### src/rtl/uart_adder_ctrl.sv
// UART-framed adder controller: gathers two operands from RX bytes, picks one of
// NMODES external adder sums after LAT cycles, and replies with header + sum on TX.
module uart_adder_ctrl #(
  parameter int unsigned WIDTH   = 64,
  parameter int unsigned NMODES  = 4,
  parameter int unsigned LAT     = 1,
  parameter int unsigned TIMEOUT = 1000000
) (
  input  logic                    clk,
  input  logic                    rst_n,
  input  logic [NMODES-1:0]       mode_btn_i,
  input  logic                    rx_dv_i,
  input  logic [7:0]              rx_byte_i,
  output logic                    tx_start_o,
  output logic [7:0]              tx_byte_o,
  input  logic                    tx_active_i,
  input  logic                    tx_done_i,
  output logic [WIDTH-1:0]        num1_o,
  output logic [WIDTH-1:0]        num2_o,
  input  logic [NMODES*WIDTH-1:0] sum_i,
  output logic [2:0]              mode_o,
  output logic                    busy_o,
  output logic                    err_o
);
  localparam int unsigned NBYTES      = WIDTH / 8;
  localparam int unsigned FRAME_BYTES = 2 * NBYTES;
  localparam int unsigned RESP_BYTES  = NBYTES + 1;
  localparam int unsigned RESP_W      = 8 * RESP_BYTES;
  localparam int unsigned CNT_W       = $clog2(FRAME_BYTES + 1);
  localparam int unsigned TX_W        = $clog2(RESP_BYTES + 1);
  localparam int unsigned TMO_W       = $clog2(TIMEOUT + 1);
  localparam int unsigned LAT_W       = 4;

  typedef enum logic [2:0] {IDLE, RX, COMPUTE, SEND, WAIT_DONE} state_t;

  state_t             state_q, state_d;
  logic [NMODES-1:0]  btn_q;
  logic [NMODES-1:0]  btn_rise;
  logic [2:0]         mode_d;
  logic [2*WIDTH-1:0] shift_q, shift_d, shift_in;
  logic [CNT_W-1:0]   byte_cnt_q, byte_cnt_d;
  logic [TMO_W-1:0]   tmo_q, tmo_d;
  logic [LAT_W-1:0]   lat_q, lat_d;
  logic [2:0]         mode_lat_q, mode_lat_d;
  logic [RESP_W-1:0]  resp_q, resp_d;
  logic [TX_W-1:0]    tx_cnt_q, tx_cnt_d;
  logic [WIDTH-1:0]   num1_d, num2_d, sum_sel;
  logic               tx_start_d, busy_d, err_d;
  logic [7:0]         tx_byte_d;

  // Mode select: rising button edge, lowest index wins
  always_comb begin
    btn_rise = mode_btn_i & ~btn_q;
    mode_d   = mode_o;
    for (int k = int'(NMODES) - 1; k >= 0; k--) begin
      if (btn_rise[k]) mode_d = 3'(k);
    end
  end

  // Sum slice of the mode latched at compute start
  always_comb begin
    sum_sel = '0;
    for (int unsigned k = 0; k < NMODES; k++) begin
      if (mode_lat_q == 3'(k)) sum_sel = sum_i[k*WIDTH +: WIDTH];
    end
  end

  always_ff @(posedge clk or negedge rst_n) begin
    if (!rst_n) state_q <= IDLE;
    else        state_q <= state_d;
  end

  always_comb begin
    state_d    = state_q;
    shift_d    = shift_q;
    byte_cnt_d = byte_cnt_q;
    tmo_d      = tmo_q;
    lat_d      = lat_q;
    mode_lat_d = mode_lat_q;
    resp_d     = resp_q;
    tx_cnt_d   = tx_cnt_q;
    num1_d     = num1_o;
    num2_d     = num2_o;
    tx_start_d = 1'b0;
    tx_byte_d  = tx_byte_o;
    busy_d     = busy_o;
    err_d      = err_o;
    shift_in   = {shift_q[2*WIDTH-9:0], rx_byte_i};

    unique case (state_q)
      IDLE: begin
        if (rx_dv_i) begin
          shift_d    = shift_in;
          byte_cnt_d = CNT_W'(1);
          tmo_d      = '0;
          busy_d     = 1'b1;
          state_d    = RX;
        end
      end
      RX: begin
        // A byte on the timeout cycle wins over the timeout
        if (rx_dv_i) begin
          shift_d = shift_in;
          tmo_d   = '0;
          if (byte_cnt_q == CNT_W'(FRAME_BYTES - 1)) begin
            num1_d     = shift_in[2*WIDTH-1 -: WIDTH];
            num2_d     = shift_in[WIDTH-1:0];
            mode_lat_d = mode_o;
            lat_d      = '0;
            byte_cnt_d = '0;
            state_d    = COMPUTE;
          end else begin
            byte_cnt_d = byte_cnt_q + 1'b1;
          end
        end else if (tmo_q == TMO_W'(TIMEOUT - 1)) begin
          byte_cnt_d = '0;
          tmo_d      = '0;
          busy_d     = 1'b0;
          err_d      = 1'b1;
          state_d    = IDLE;
        end else begin
          tmo_d = tmo_q + 1'b1;
        end
      end
      COMPUTE: begin
        if (lat_q == LAT_W'(LAT - 1)) begin
          resp_d   = {8'hA0 | {5'b0, mode_lat_q}, sum_sel};
          tx_cnt_d = '0;
          state_d  = SEND;
        end else begin
          lat_d = lat_q + 1'b1;
        end
      end
      SEND: begin
        if (!tx_active_i) begin
          tx_start_d = 1'b1;
          tx_byte_d  = resp_q[RESP_W-1 -: 8];
          resp_d     = resp_q << 8;
          state_d    = WAIT_DONE;
        end
      end
      WAIT_DONE: begin
        if (tx_done_i) begin
          if (tx_cnt_q == TX_W'(RESP_BYTES - 1)) begin
            tx_cnt_d = '0;
            busy_d   = 1'b0;
            state_d  = IDLE;
          end else begin
            tx_cnt_d = tx_cnt_q + 1'b1;
            state_d  = SEND;
          end
        end
      end
      default: state_d = IDLE;
    endcase

    // Bytes arriving while a result is in flight are dropped and flagged
    if (rx_dv_i && (state_q inside {COMPUTE, SEND, WAIT_DONE})) err_d = 1'b1;
  end

  always_ff @(posedge clk or negedge rst_n) begin
    if (!rst_n) begin
      btn_q      <= '0;
      mode_o     <= '0;
      shift_q    <= '0;
      byte_cnt_q <= '0;
      tmo_q      <= '0;
      lat_q      <= '0;
      mode_lat_q <= '0;
      resp_q     <= '0;
      tx_cnt_q   <= '0;
      num1_o     <= '0;
      num2_o     <= '0;
      tx_start_o <= 1'b0;
      tx_byte_o  <= '0;
      busy_o     <= 1'b0;
      err_o      <= 1'b0;
    end else begin
      btn_q      <= mode_btn_i;
      mode_o     <= mode_d;
      shift_q    <= shift_d;
      byte_cnt_q <= byte_cnt_d;
      tmo_q      <= tmo_d;
      lat_q      <= lat_d;
      mode_lat_q <= mode_lat_d;
      resp_q     <= resp_d;
      tx_cnt_q   <= tx_cnt_d;
      num1_o     <= num1_d;
      num2_o     <= num2_d;
      tx_start_o <= tx_start_d;
      tx_byte_o  <= tx_byte_d;
      busy_o     <= busy_d;
      err_o      <= err_d;
    end
  end

endmodule
### config.mk
export PLATFORM = sky130hd
export DESIGN_NAME = uart_adder_ctrl
export DESIGN_NICKNAME = d
export VERILOG_FILES = /design/src/rtl/uart_adder_ctrl.sv
export SDC_FILE = /design/constraint.sdc
export NUM_CORES = 1
export LEC_CHECK = 0
export ABC_AREA = 1
export BUFFER_PORTS_ARGS = -buffer_cell sky130_fd_sc_hd__buf_2
export CAP_MARGIN = 20
export CORE_ASPECT_RATIO = 1.2
export CORE_MARGIN = 1.5
export CORE_UTILIZATION = 33
export DETAILED_ROUTE_END_ITERATION = 16
export PLACE_DENSITY = 0.62
export SLEW_MARGIN = 20
export SYNTH_ARGS = -nofsm -noshare
export SYNTH_HDL_FRONTEND = slang
export SYNTH_SLANG_ARGS = --single-unit
### constraint.sdc
create_clock -name clk -period 1.5 [get_ports clk]
set_input_delay 0.15 -clock clk [delete_from_list [all_inputs] [get_ports clk]]
set_output_delay 0.15 -clock clk [all_outputs]
set_load 0.05 [all_outputs]
==> flow_metrics.env, run 1 <==
export IMPL_synthCells=2156
export IMPL_final_nets=3175
export IMPL_ir_worst_vdd_mv=1.00
export IMPL_die_w_um=212
export IMPL_cts_inserted_buffers=41
export IMPL_core_rowCount=91
export IMPL_slowest_stage="sky130_fd_sc_hd__dfrtp_2"
export IMPL_global_route_overflow_total=0
export IMPL_cts_max_level=2
export IMPL_sw_share_pct=37.4
export IMPL_syn_num_nets=2435
export IMPL_fmax_mhz=599
export IMPL_layout_setup_ws_ns=-0.168
export IMPL_p_clk_share_pct=24.3
export IMPL_run_status="finished with violations"
export IMPL_drv_max_cap_violation_count=0
export IMPL_edff_count_synth=0
export IMPL_clock_insertion_delay_worst_skew_ns=0.58
export IMPL_unrepaired_setup_endpoints_after_global_routing="yes"
export IMPL_clockBufferDepth=3
export IMPL_i_o_pins=415
export IMPL_timing_final_hold_violations=0
export IMPL_synth_sequential_area_ratio_pct=54.5
export IMPL_multiInputGateArea_um2=8470
export IMPL_final_common_cell="sky130_fd_sc_hd__nand2_1"
export IMPL_p_int_mw=26.9
export IMPL_timing_hold_worst_endpoint="resp_q[53]$_DFFE_PN0P_"
export IMPL_worst_path_largest_cell_delay_ns=0.45
export IMPL_drtIter0Drc=1064
export IMPL_pin_count_of_the_biggest_net_entering_global_routing=81
export IMPL_clockRootBuffer="sky130_fd_sc_hd__clkbuf_16"
export IMPL_worstHoldStart="sum_i[117]"
export IMPL_detailedPlace_worstSlack_ns=-0.196
export IMPL_grt_pass1_wl_um=90400
export IMPL_detailroute_via_count=17600
export IMPL_globalRouteTotalUtil_pct=21.4
export IMPL_arrival_ns=2.16
export IMPL_first_global_vias=17100
export IMPL_route_detailed_vias_per_inst=4.87
export IMPL_synthFlopType="sky130_fd_sc_hd__dfrtp_1"
export IMPL_layout_min_cycle_time_ns=1.67
export IMPL_first_pass_drt_iterations=5
export IMPL_cpMostUsedCell="sky130_fd_sc_hd__buf_6"
export IMPL_total_die_area_um2=53600
export IMPL_required_ns=1.99
export IMPL_leakagePower_nw=14.1
export IMPL_cts_tree="built"
export IMPL_drt_antenna_violating_nets=0
export IMPL_setup_violations_final=312
export IMPL_aggregate_routed_wire_length_um=65700
export IMPL_initial_antenna_violation_count=1
export IMPL_setup_reg_to_reg_worst_slack_ns=-0.17
export IMPL_routabilityCongestion=0.878
export IMPL_post_synth_cell_area_avg_um2=7.98
export IMPL_yosys_cell_types_count=32
export IMPL_failed_checks="negative setup slack"
export IMPL_routed_wire_length_per_instance_um=18.1
export IMPL_min_period_over_period_pct=111
export IMPL_stdcell_count=3621
export IMPL_type_of_element_launching_the_critical_path="flip-flop"
export IMPL_cellPowerDensity_nw_per_um2=1530
export IMPL_clkTransAtPathRegs_ns=0.06
export IMPL_synthArstFlopShare_pct=100
export IMPL_final_max_slew_violation_count=0
export IMPL_drive_gt1_share_pct=41.3
export IMPL_worst_r2r_endpoint="shift_q[70]$_DFFE_PN0P_"
export IMPL_setup_tns_final_ns=-27.58
export IMPL_post_place_cells=3312
export IMPL_syn_area_um2=17200
export IMPL_fp_coreArea_um2=51500
export IMPL_critical_path_peak_fanout=7
export IMPL_num_fill_cells=4501
export IMPL_power_share_combinational_pct=42.7
export IMPL_number_of_buffer_cells_added_on_primary_ports=413
export IMPL_remaining_drc_errors=0
export IMPL_worst_hold_path_cells=5
export IMPL_setup_worst_path_end_class="flip-flop"
export IMPL_yosys_synthesis_warning_count=0
export IMPL_crit_type="reg -> reg"
export IMPL_area_growth_pct=63.5
export IMPL_final_setup_skew_ns=0.0197
export IMPL_place_hpwl_um=39700
export IMPL_worstPathCellList="nand3_4 > nor2_4 > buf_6 > a31oi_4 > buf_6 > buf_12 > clkbuf_16 > nand2_1 > o21ai_1"
export IMPL_flops_latches_synth=375
export IMPL_power_switching_mw=16.1
export IMPL_cts_sinks=375
export IMPL_seq_power_share_pct=33.0
export IMPL_initial_core_util_pct=33.5
export IMPL_n_antenna_cell=0
export IMPL_hold_class="in -> reg"
export IMPL_r2r_cells=9
export IMPL_finished_core_util_pct=54.7
export IMPL_r2r_start="state_q[0]$_DFFE_PN0P_"
export IMPL_layout_common_cells="sky130_fd_sc_hd__nand2_1, sky130_fd_sc_hd__buf_2, sky130_fd_sc_hd__dfrtp_1, sky130_fd_sc_hd__inv_1, sky130_fd_sc_hd__o21ai_2"
export IMPL_fp_dieH_um=253
export IMPL_layout_area_seq_um2=9390
==> power by group through the flow <==
stage                     sequential [mW]  clock [mW]  combinational (mW)
after floorplan                      14.1           0                6.63
after global placement               13.9           0                10.7
after detailed placement             13.9           0                10.9
after CTS                            13.8        10.6                12.7
after global routing                 14.5        11.1                19.9
final                                14.2        10.4                18.4
==> metrics by stage <==
stage	power [mW]	hold WS (ns)	instance area [um2]
after floorplan	20.7	-0.146	17200
after global placement	24.5	0.0374	21100
after detailed placement	24.8	0.0330	21100
after CTS	37.1	0.000279	25000
after global routing	45.4	0.0255	28100
final	43.0	0.0194	28100
==> state kept, by name, summed over array words and instances, names as in the netlist <==
name        count
err_o           1
num1_o         64
tx_byte_o       8
num2_o         64
btn_q           4
shift_q       120
tmo_q          20
state_q         3
mode_o          2
busy_o          1
lat_q           4
byte_cnt_q      5
tx_start_o      1
mode_lat_q      2
tx_cnt_q        4
resp_q         72
==> cell type report <==
class                   instances  area share (%)
well taps                     697            3.10
clock inverters                14           0.711
multi-input cells            1486            30.1
clock buffers                  57            4.18
flip-flops and latches        375            33.3
repair inverters                1          0.0400
repair buffers                802            25.9
inverters                     189            2.62
==> cell usage after synthesis (4+ instances only) <==
cell | n | share of area [%]
sky130_fd_sc_hd__nor2_2 | 4 | 0.15
sky130_fd_sc_hd__o22ai_1 | 4 | 0.15
sky130_fd_sc_hd__ha_1 | 6 | 0.44
sky130_fd_sc_hd__inv_1 | 183 | 4.0
sky130_fd_sc_hd__nor2_1 | 169 | 3.7
sky130_fd_sc_hd__buf_6 | 26 | 1.7
sky130_fd_sc_hd__dfrtp_1 | 375 | 55
sky130_fd_sc_hd__a21oi_1 | 59 | 1.7
sky130_fd_sc_hd__nand4_1 | 12 | 0.44
sky130_fd_sc_hd__or2_2 | 9 | 0.33
sky130_fd_sc_hd__o21ai_0 | 82 | 2.4
sky130_fd_sc_hd__xor2_1 | 9 | 0.46
sky130_fd_sc_hd__o21ai_1 | 204 | 5.9
sky130_fd_sc_hd__o221ai_1 | 5 | 0.25
sky130_fd_sc_hd__buf_4 | 6 | 0.26
sky130_fd_sc_hd__nor3_1 | 5 | 0.15
sky130_fd_sc_hd__nand2_1 | 797 | 17
sky130_fd_sc_hd__clkbuf_1 | 25 | 0.55
sky130_fd_sc_hd__o211ai_1 | 4 | 0.17
sky130_fd_sc_hd__nand3_1 | 97 | 2.8
sky130_fd_sc_hd__inv_2 | 5 | 0.11
sky130_fd_sc_hd__buf_2 | 52 | 1.5
==> routing by layer <==
| metal | global-route usage (%) | share of wire, % | up-vias |
|---|---|---|---|
| met1 | 25.9 | 39 | 8585 |
| met5 | 0 | 0.017 | - |
| met3 | 3.47 | 5.2 | 172 |
| met2 | 37.2 | 51 | 584 |
| li1 | - | - | 8304 |
| met4 | 9.41 | 4.2 | 2 |
==> worst max path at each step <==
stage / start / end / slack (ns) / cells after the start
2_1_floorplan: tmo_q[0]$_DFFE_PN0P_ / byte_cnt_q[0]$_DFFE_PN0P_ / 0.001 / 9
3_3_place_gp: lat_q[1]$_DFFE_PN0P_ / resp_q[23]$_DFFE_PN0P_ / -0.18 / 11
3_5_place_dp: state_q[0]$_DFFE_PN0P_ / resp_q[23]$_DFFE_PN0P_ / -0.20 / 9
4_1_cts: lat_q[1]$_DFFE_PN0P_ / resp_q[36]$_DFFE_PN0P_ / -0.12 / 11
5_1_grt: byte_cnt_q[0]$_DFFE_PN0P_ / num2_o[39]$_DFFE_PN0P_ / -0.27 / 9
6_report: state_q[0]$_DFFE_PN0P_ / shift_q[70]$_DFFE_PN0P_ / -0.17 / 9
==> what timing repair did <==
item	CTS	global route
hold buffers	127	0
gates resized for setup	129	575
endpoints found under the setup margin	334	364
pin swaps	21	63
gates cloned	23	54
setup buffers	23	14
endpoints found under the hold margin	462	0
==> logic make-up (layout without fill, tap and decap cells) <==
| group | after synthesis | after routing | share of synthesized area [%] |
|---|---|---|---|
| and+or+nand+nor | 1103 | 1108 | 25.5 |
| DFF | 375 | 375 | 54.5 |
| AOI/OAI and AO/OA | 362 | 362 | 10.9 |
| buffers and inverters | 300 | 1063 | 8.20 |
| xor gates and xnor gates | 9 | 9 | 0.458 |
| adders and majority gates | 6 | 6 | 0.436 |
| other | 1 | 1 | 0.0218 |
==> worst max-delay path: cells and delay by family (launching register included) <==
family          cells  cell delay (ns)
compound gates      2             0.33
simple gates        3             0.19
flops               1             0.45
buf+inv             4             0.62
(Power assumes the default switching activity.)
==> run 2, diff against run 1 <==
Settings changed: CTS_BUF_LIST from default to sky130_fd_sc_hd__clkbuf_2.
==> flow_metrics.env, run 2 <==
export IMPL_syn_num_nets=2435
export IMPL_fp_dieH_um=253
export IMPL_first_global_vias=24300
export IMPL_syn_area_um2=17200
export IMPL_synthFlopType="sky130_fd_sc_hd__dfrtp_1"
export IMPL_cts_inserted_buffers=96
export IMPL_clockRootBuffer="sky130_fd_sc_hd__clkbuf_2"
export IMPL_global_route_overflow_total=71
export IMPL_grt_pass1_wl_um=148000
export IMPL_pin_count_of_the_biggest_net_entering_global_routing=69
export IMPL_run_stop_error="[ERROR GRT-0116] Global routing finished with congestion. Check the congestion regions in the DRC Viewer."
export IMPL_place_hpwl_um=39700
export IMPL_die_w_um=212
export IMPL_netlist_area_leader_share_pct=54.5
export IMPL_run_status="aborted with a tool error"
export IMPL_globalRouteTotalUtil_pct=37.6
export IMPL_placement_cell_area_um2=21100
export IMPL_flops_latches_synth=375
export IMPL_edff_count_synth=0
export IMPL_post_synth_cell_area_avg_um2=7.98
export IMPL_synthArstFlopShare_pct=100
export IMPL_yosys_synthesis_warning_count=0
export IMPL_yosys_cell_types_count=32
export IMPL_cts_sinks=375
export IMPL_initial_core_util_pct=33.5
export IMPL_stop_stage="5_1_grt"
export IMPL_routabilityCongestion=0.878
export IMPL_number_of_buffer_cells_added_on_primary_ports=413
export IMPL_synth_top_cell_by_area="sky130_fd_sc_hd__dfrtp_1"
export IMPL_yosys_top_cells_area="sky130_fd_sc_hd__dfrtp_1, sky130_fd_sc_hd__nand2_1, sky130_fd_sc_hd__o21ai_1"
export IMPL_synth_top_cells_by_count="sky130_fd_sc_hd__nand2_1, sky130_fd_sc_hd__dfrtp_1, sky130_fd_sc_hd__o21ai_1"
export IMPL_synthCells=2156
export IMPL_core_rowCount=91
export IMPL_cts_max_level=3
export IMPL_i_o_pins=415
export IMPL_synth_sequential_area_ratio_pct=54.5
export IMPL_synth_most_common_cell="sky130_fd_sc_hd__nand2_1"
export IMPL_clockBufferDepth=3
run 2: what timing repair did:
item                                    4_1_cts
endpoints found under the setup margin      453
setup buffers                                83
cloned                                       39
resized for setup                           457
hold buffers                                495
pin swaps                                    50
endpoints found under the hold margin       672
run 2: logic make-up after synthesis:
kind of cell	Yosys count	share of synthesized area (%)
and+or+nand+nor	1103	25.5
xor gates and xnor gates	9	0.458
AOI/OAI and AO/OA	362	10.9
adders and majority gates	6	0.436
DFF	375	54.5
buffers and inverters	300	8.20
other	1	0.0218
run 2: stage by stage:
step                TNS (ns)  hold WS [ns]  utilization (%)  std cells  worst slack [ns]
global placement       -7.95        0.0374             41.0       3312            -0.177
detailed placement    -22.64        0.0330             41.0       3312            -0.196
CTS                  -107.48       0.00161             58.7       4094            -0.519
floorplan                  0        -0.146                -       2156           0.00115
run 2: metal layers:
| layer | overflow | track usage, % |
|---|---|---|
| met5 | 0 | 9.51 |
| met4 | 21 | 25.7 |
| met3 | 1 | 25.8 |
| met2 | 46 | 53.8 |
| met1 | 3 | 38.5 |
==> run 3, diff against run 2 <==
Settings changed: CORE_ASPECT_RATIO 1.2 to default, CORE_UTILIZATION 33 to 20, CTS_BUF_LIST sky130_fd_sc_hd__clkbuf_2 to default, PLACE_DENSITY 0.62 to default, PLACE_DENSITY_LB_ADDON from default to 0.15.
Clock period 1.5 ns to 2 ns, I/O delays scaled along.
==> flow_metrics.env, run 3 (same netlist as run 1, synthesis figures left out) <==
export IMPL_run_status="completed"
export IMPL_i_o_pins=415
export IMPL_total_die_area_um2=87800
export IMPL_worst_path_largest_cell_delay_ns=0.48
export IMPL_setup_violations_final=0
export IMPL_setup_tns_final_ns=0
export IMPL_num_fill_cells=9417
export IMPL_n_antenna_cell=0
export IMPL_slowest_stage="sky130_fd_sc_hd__dfrtp_1"
export IMPL_initial_core_util_pct=20.2
export IMPL_type_of_element_launching_the_critical_path="flip-flop"
export IMPL_crit_type="reg -> reg"
export IMPL_stdcell_count=3820
export IMPL_globalRouteTotalUtil_pct=13.3
export IMPL_worst_slew_pin_slew_ns=0.515
export IMPL_aggregate_routed_wire_length_um=60200
export IMPL_final_common_cell="sky130_fd_sc_hd__nand2_1"
export IMPL_area_growth_pct=34.2
export IMPL_leakagePower_nw=11.6
export IMPL_layout_common_cells="sky130_fd_sc_hd__nand2_1, sky130_fd_sc_hd__buf_2, sky130_fd_sc_hd__dfrtp_1, sky130_fd_sc_hd__o21ai_1, sky130_fd_sc_hd__inv_1"
export IMPL_setup_worst_path_end_class="flip-flop"
export IMPL_fp_dieH_um=296
export IMPL_place_hpwl_um=44900
export IMPL_clockBufferDepth=3
export IMPL_cpMostUsedCell="sky130_fd_sc_hd__nand2_1"
export IMPL_largest_register_by_flop_count="shift_q"
export IMPL_final_setup_skew_ns=0.0184
export IMPL_layout_min_cycle_time_ns=1.87
export IMPL_detailroute_via_count=15500
export IMPL_required_ns=2.45
export IMPL_path_buf_inv=2
export IMPL_drive_gt1_share_pct=22.0
export IMPL_route_detailed_vias_per_inst=4.06
export IMPL_cts_tree="built"
export IMPL_ir_worst_vdd_mv=0.626
export IMPL_cp_top_family="simple AND/OR/NAND/NOR gates"
export IMPL_initial_antenna_violation_count=1
export IMPL_number_of_buffer_cells_added_on_primary_ports=413
export IMPL_fp_coreArea_um2=85300
export IMPL_final_max_slew_violation_count=0
export IMPL_timing_final_hold_violations=0
export IMPL_arrival_ns=2.32
export IMPL_drtIter0Drc=820
export IMPL_routed_wire_length_per_instance_um=15.8
export IMPL_first_global_vias=15500
export IMPL_final_nets=2921
export IMPL_clock_insertion_delay_worst_skew_ns=0.57
export IMPL_global_route_overflow_total=0
export IMPL_first_pass_drt_iterations=5
export IMPL_cts_sinks=375
export IMPL_largest_register_ff_count=120
export IMPL_unrepaired_setup_endpoints_after_global_routing="no"
export IMPL_drv_max_cap_violation_count=0
export IMPL_min_period_over_period_pct=93.6
export IMPL_clkTransAtPathRegs_ns=0.05
export IMPL_worstPathCellList="inv_1 > nor2_4 > buf_12 > nand2_1 > nand3_1 > a21oi_1 > nand2_1 > nand2_1 > nand2_1"
export IMPL_cts_inserted_buffers=48
export IMPL_post_place_cells=3669
export IMPL_critical_path_peak_fanout=60
export IMPL_fmax_mhz=534
export IMPL_slew_limit_headroom_pct=65.5
export IMPL_pin_count_of_the_biggest_net_entering_global_routing=75
export IMPL_core_rowCount=107
export IMPL_grt_pass1_wl_um=90600
export IMPL_cellPowerDensity_nw_per_um2=1160
export IMPL_die_w_um=296
export IMPL_routabilityCongestion=0.816
export IMPL_leading_registers_by_flop_count="shift_q: 120 flops, resp_q: 72 flops"
export IMPL_remaining_drc_errors=0
export IMPL_drt_antenna_violating_nets=0
export IMPL_clockRootBuffer="sky130_fd_sc_hd__clkbuf_16"
export IMPL_cts_max_level=2
export IMPL_hold_class="in -> reg"
run 3: where the power goes:
group / internal, mW / total (mW) / switching, mW / leakage (nW)
Sequential: 9.38 / 10.3 / 0.964 / 5.01
Clock: 5.39 / 8.77 / 3.38 / 0.774
Combinational: 2.65 / 7.75 / 5.10 / 5.86
run 3: area by class of cell:
cell class                      count  area (um2)  share of cell area, %
Clock inverter                     13         183                  0.791
Timing Repair Buffer              547        3510                   15.2
Tap cell                         1144        1430                   6.20
Inverter                          189         712                   3.08
Clock buffer                       71        1420                   6.14
Sequential cell                   375        9390                   40.6
Multi-Input combinational cell   1481        6460                   27.9
run 3: through the flow:
stage | util (%) | instance area [um2] | hold slack [ns] | worst slack [ns] | total power [mW]
finish | 27.1 | 23100 | 0.0199 | 0.128 | 26.9
global route | 27.1 | 23100 | 0.0191 | 0.00695 | 29.0
CTS | 27.1 | 23100 | 0.0000616 | 0.0868 | 27.5
detailed placement | 24.4 | 20800 | 0.126 | 0.107 | 18.3
global placement | 24.4 | 20800 | 0.122 | 0.111 | 18.2
floorplan | - | 17200 | -0.0956 | 0.434 | 15.5
run 3: timing repair:
| action | in CTS | in global routing |
|---|---|---|
| hold endpoints to repair | 433 | 0 |
| resized for setup | 0 | 3 |
| hold buffers | 66 | 0 |
| buffers inserted | 0 | 1 |
| setup endpoints to repair | 0 | 14 |
run 3: worst paths after layout:
| kind | start | endpoint | slack, ns | depth (start not counted) |
|---|---|---|---|---|
| max | mode_lat_q[1]$_DFFE_PN0P_ | resp_q[27]$_DFFE_PN0P_ | 0.13 | 9 |
| min | sum_i[201] | resp_q[9]$_DFFE_PN0P_ | 0.02 | 5 |
| max reg2reg | mode_lat_q[1]$_DFFE_PN0P_ | resp_q[27]$_DFFE_PN0P_ | 0.13 | 9 |
| min reg2reg | shift_q[112]$_DFFE_PN0P_ | num1_o[56]$_DFFE_PN0P_ | 0.47 | 2 |
| max in group asynchronous | rst_n | tx_byte_o[3]$_DFFE_PN0P_ | 1.08 | 3 |
| min in group asynchronous | rst_n | shift_q[32]$_DFFE_PN0P_ | 0.11 | 2 |
run 3: worst register-to-register path, cell delays in order (launching register included):
cell                      delay [ns]
sky130_fd_sc_hd__dfrtp_1        0.48
sky130_fd_sc_hd__inv_1          0.16
sky130_fd_sc_hd__nor2_4         0.05
sky130_fd_sc_hd__buf_12         0.19
sky130_fd_sc_hd__nand2_1        0.16
sky130_fd_sc_hd__nand3_1        0.07
sky130_fd_sc_hd__a21oi_1        0.37
sky130_fd_sc_hd__nand2_1        0.13
sky130_fd_sc_hd__nand2_1        0.10
sky130_fd_sc_hd__nand2_1        0.05
run 3: layer usage:
layer	up-vias	wire, um	track usage, %
met2	314	28700	21.7
met4	0	1280	3.43
met1	7351	27800	18.3
li1	7776	-	-
met5	-	0	0
met3	82	2420	2.11
==> run 4, diff against run 3 <==
Settings changed: CTS_BUF_LIST from default to sky130_fd_sc_hd__clkbuf_2.
==> flow_metrics.env, run 4 <==
export IMPL_run_status="aborted with a tool error"
export IMPL_stop_stage="5_1_grt"
export IMPL_run_stop_error="[ERROR GRT-0116] Global routing finished with congestion. Check the congestion regions in the DRC Viewer."
export IMPL_grt_pass1_wl_um=114000
export IMPL_synth_top_cell_by_area="sky130_fd_sc_hd__dfrtp_1"
export IMPL_cts_sinks=375
export IMPL_yosys_top_cells_area="sky130_fd_sc_hd__dfrtp_1, sky130_fd_sc_hd__nand2_1, sky130_fd_sc_hd__o21ai_1"
export IMPL_yosys_synthesis_warning_count=0
export IMPL_synthCells=2156
export IMPL_synth_top_cells_by_count="sky130_fd_sc_hd__nand2_1, sky130_fd_sc_hd__dfrtp_1, sky130_fd_sc_hd__o21ai_1"
export IMPL_fp_dieH_um=296
export IMPL_first_global_vias=20700
export IMPL_pin_count_of_the_biggest_net_entering_global_routing=75
export IMPL_cts_inserted_buffers=112
export IMPL_core_rowCount=107
export IMPL_global_route_overflow_total=1
export IMPL_post_synth_cell_area_avg_um2=7.98
export IMPL_globalRouteTotalUtil_pct=17.0
export IMPL_yosys_cell_types_count=32
export IMPL_clockRootBuffer="sky130_fd_sc_hd__clkbuf_2"
export IMPL_initial_core_util_pct=20.2
export IMPL_netlist_area_leader_share_pct=54.5
export IMPL_clockBufferDepth=3
export IMPL_synth_sequential_area_ratio_pct=54.5
export IMPL_i_o_pins=415
export IMPL_syn_num_nets=2435
export IMPL_die_w_um=296
export IMPL_synthArstFlopShare_pct=100
export IMPL_synth_most_common_cell="sky130_fd_sc_hd__nand2_1"
export IMPL_cts_max_level=3
export IMPL_syn_area_um2=17200
export IMPL_number_of_buffer_cells_added_on_primary_ports=413
export IMPL_flops_latches_synth=375
export IMPL_synthFlopType="sky130_fd_sc_hd__dfrtp_1"
export IMPL_edff_count_synth=0
export IMPL_place_hpwl_um=44900
export IMPL_routabilityCongestion=0.816
-- run 4: repair_timing --
item | in CTS
buffers inserted | 36
setup endpoints to repair | 141
endpoints found under the hold margin | 729
hold buffers | 529
resized for setup | 283
-- run 4: kinds of logic after synthesis --
| family | Yosys count | synth area share (%) |
|---|---|---|
| other | 1 | 0.0218 |
| DFF | 375 | 54.5 |
| buffers and inverters | 300 | 8.20 |
| adders and majority gates | 6 | 0.436 |
| and+or+nand+nor | 1103 | 25.5 |
| xor gates and xnor gates | 9 | 0.458 |
| AOI/OAI and AO/OA | 362 | 10.9 |
-- run 4: per-layer routing --
layer,track usage (%),overflow
met5,1.77,0
met4,9.07,0
met3,6.49,0
met2,26.6,1
met1,20.1,0
-- run 4: stage by stage --
step	worst slack [ns]	instance area [um2]	cells	setup TNS, ns	hold WS, ns
floorplan	0.434	17200	2156	0	-0.0956
global placement	0.111	20800	3669	0	0.122
detailed placement	0.107	20800	3669	0	0.126
CTS	-0.196	28300	4432	-14.82	0.00710
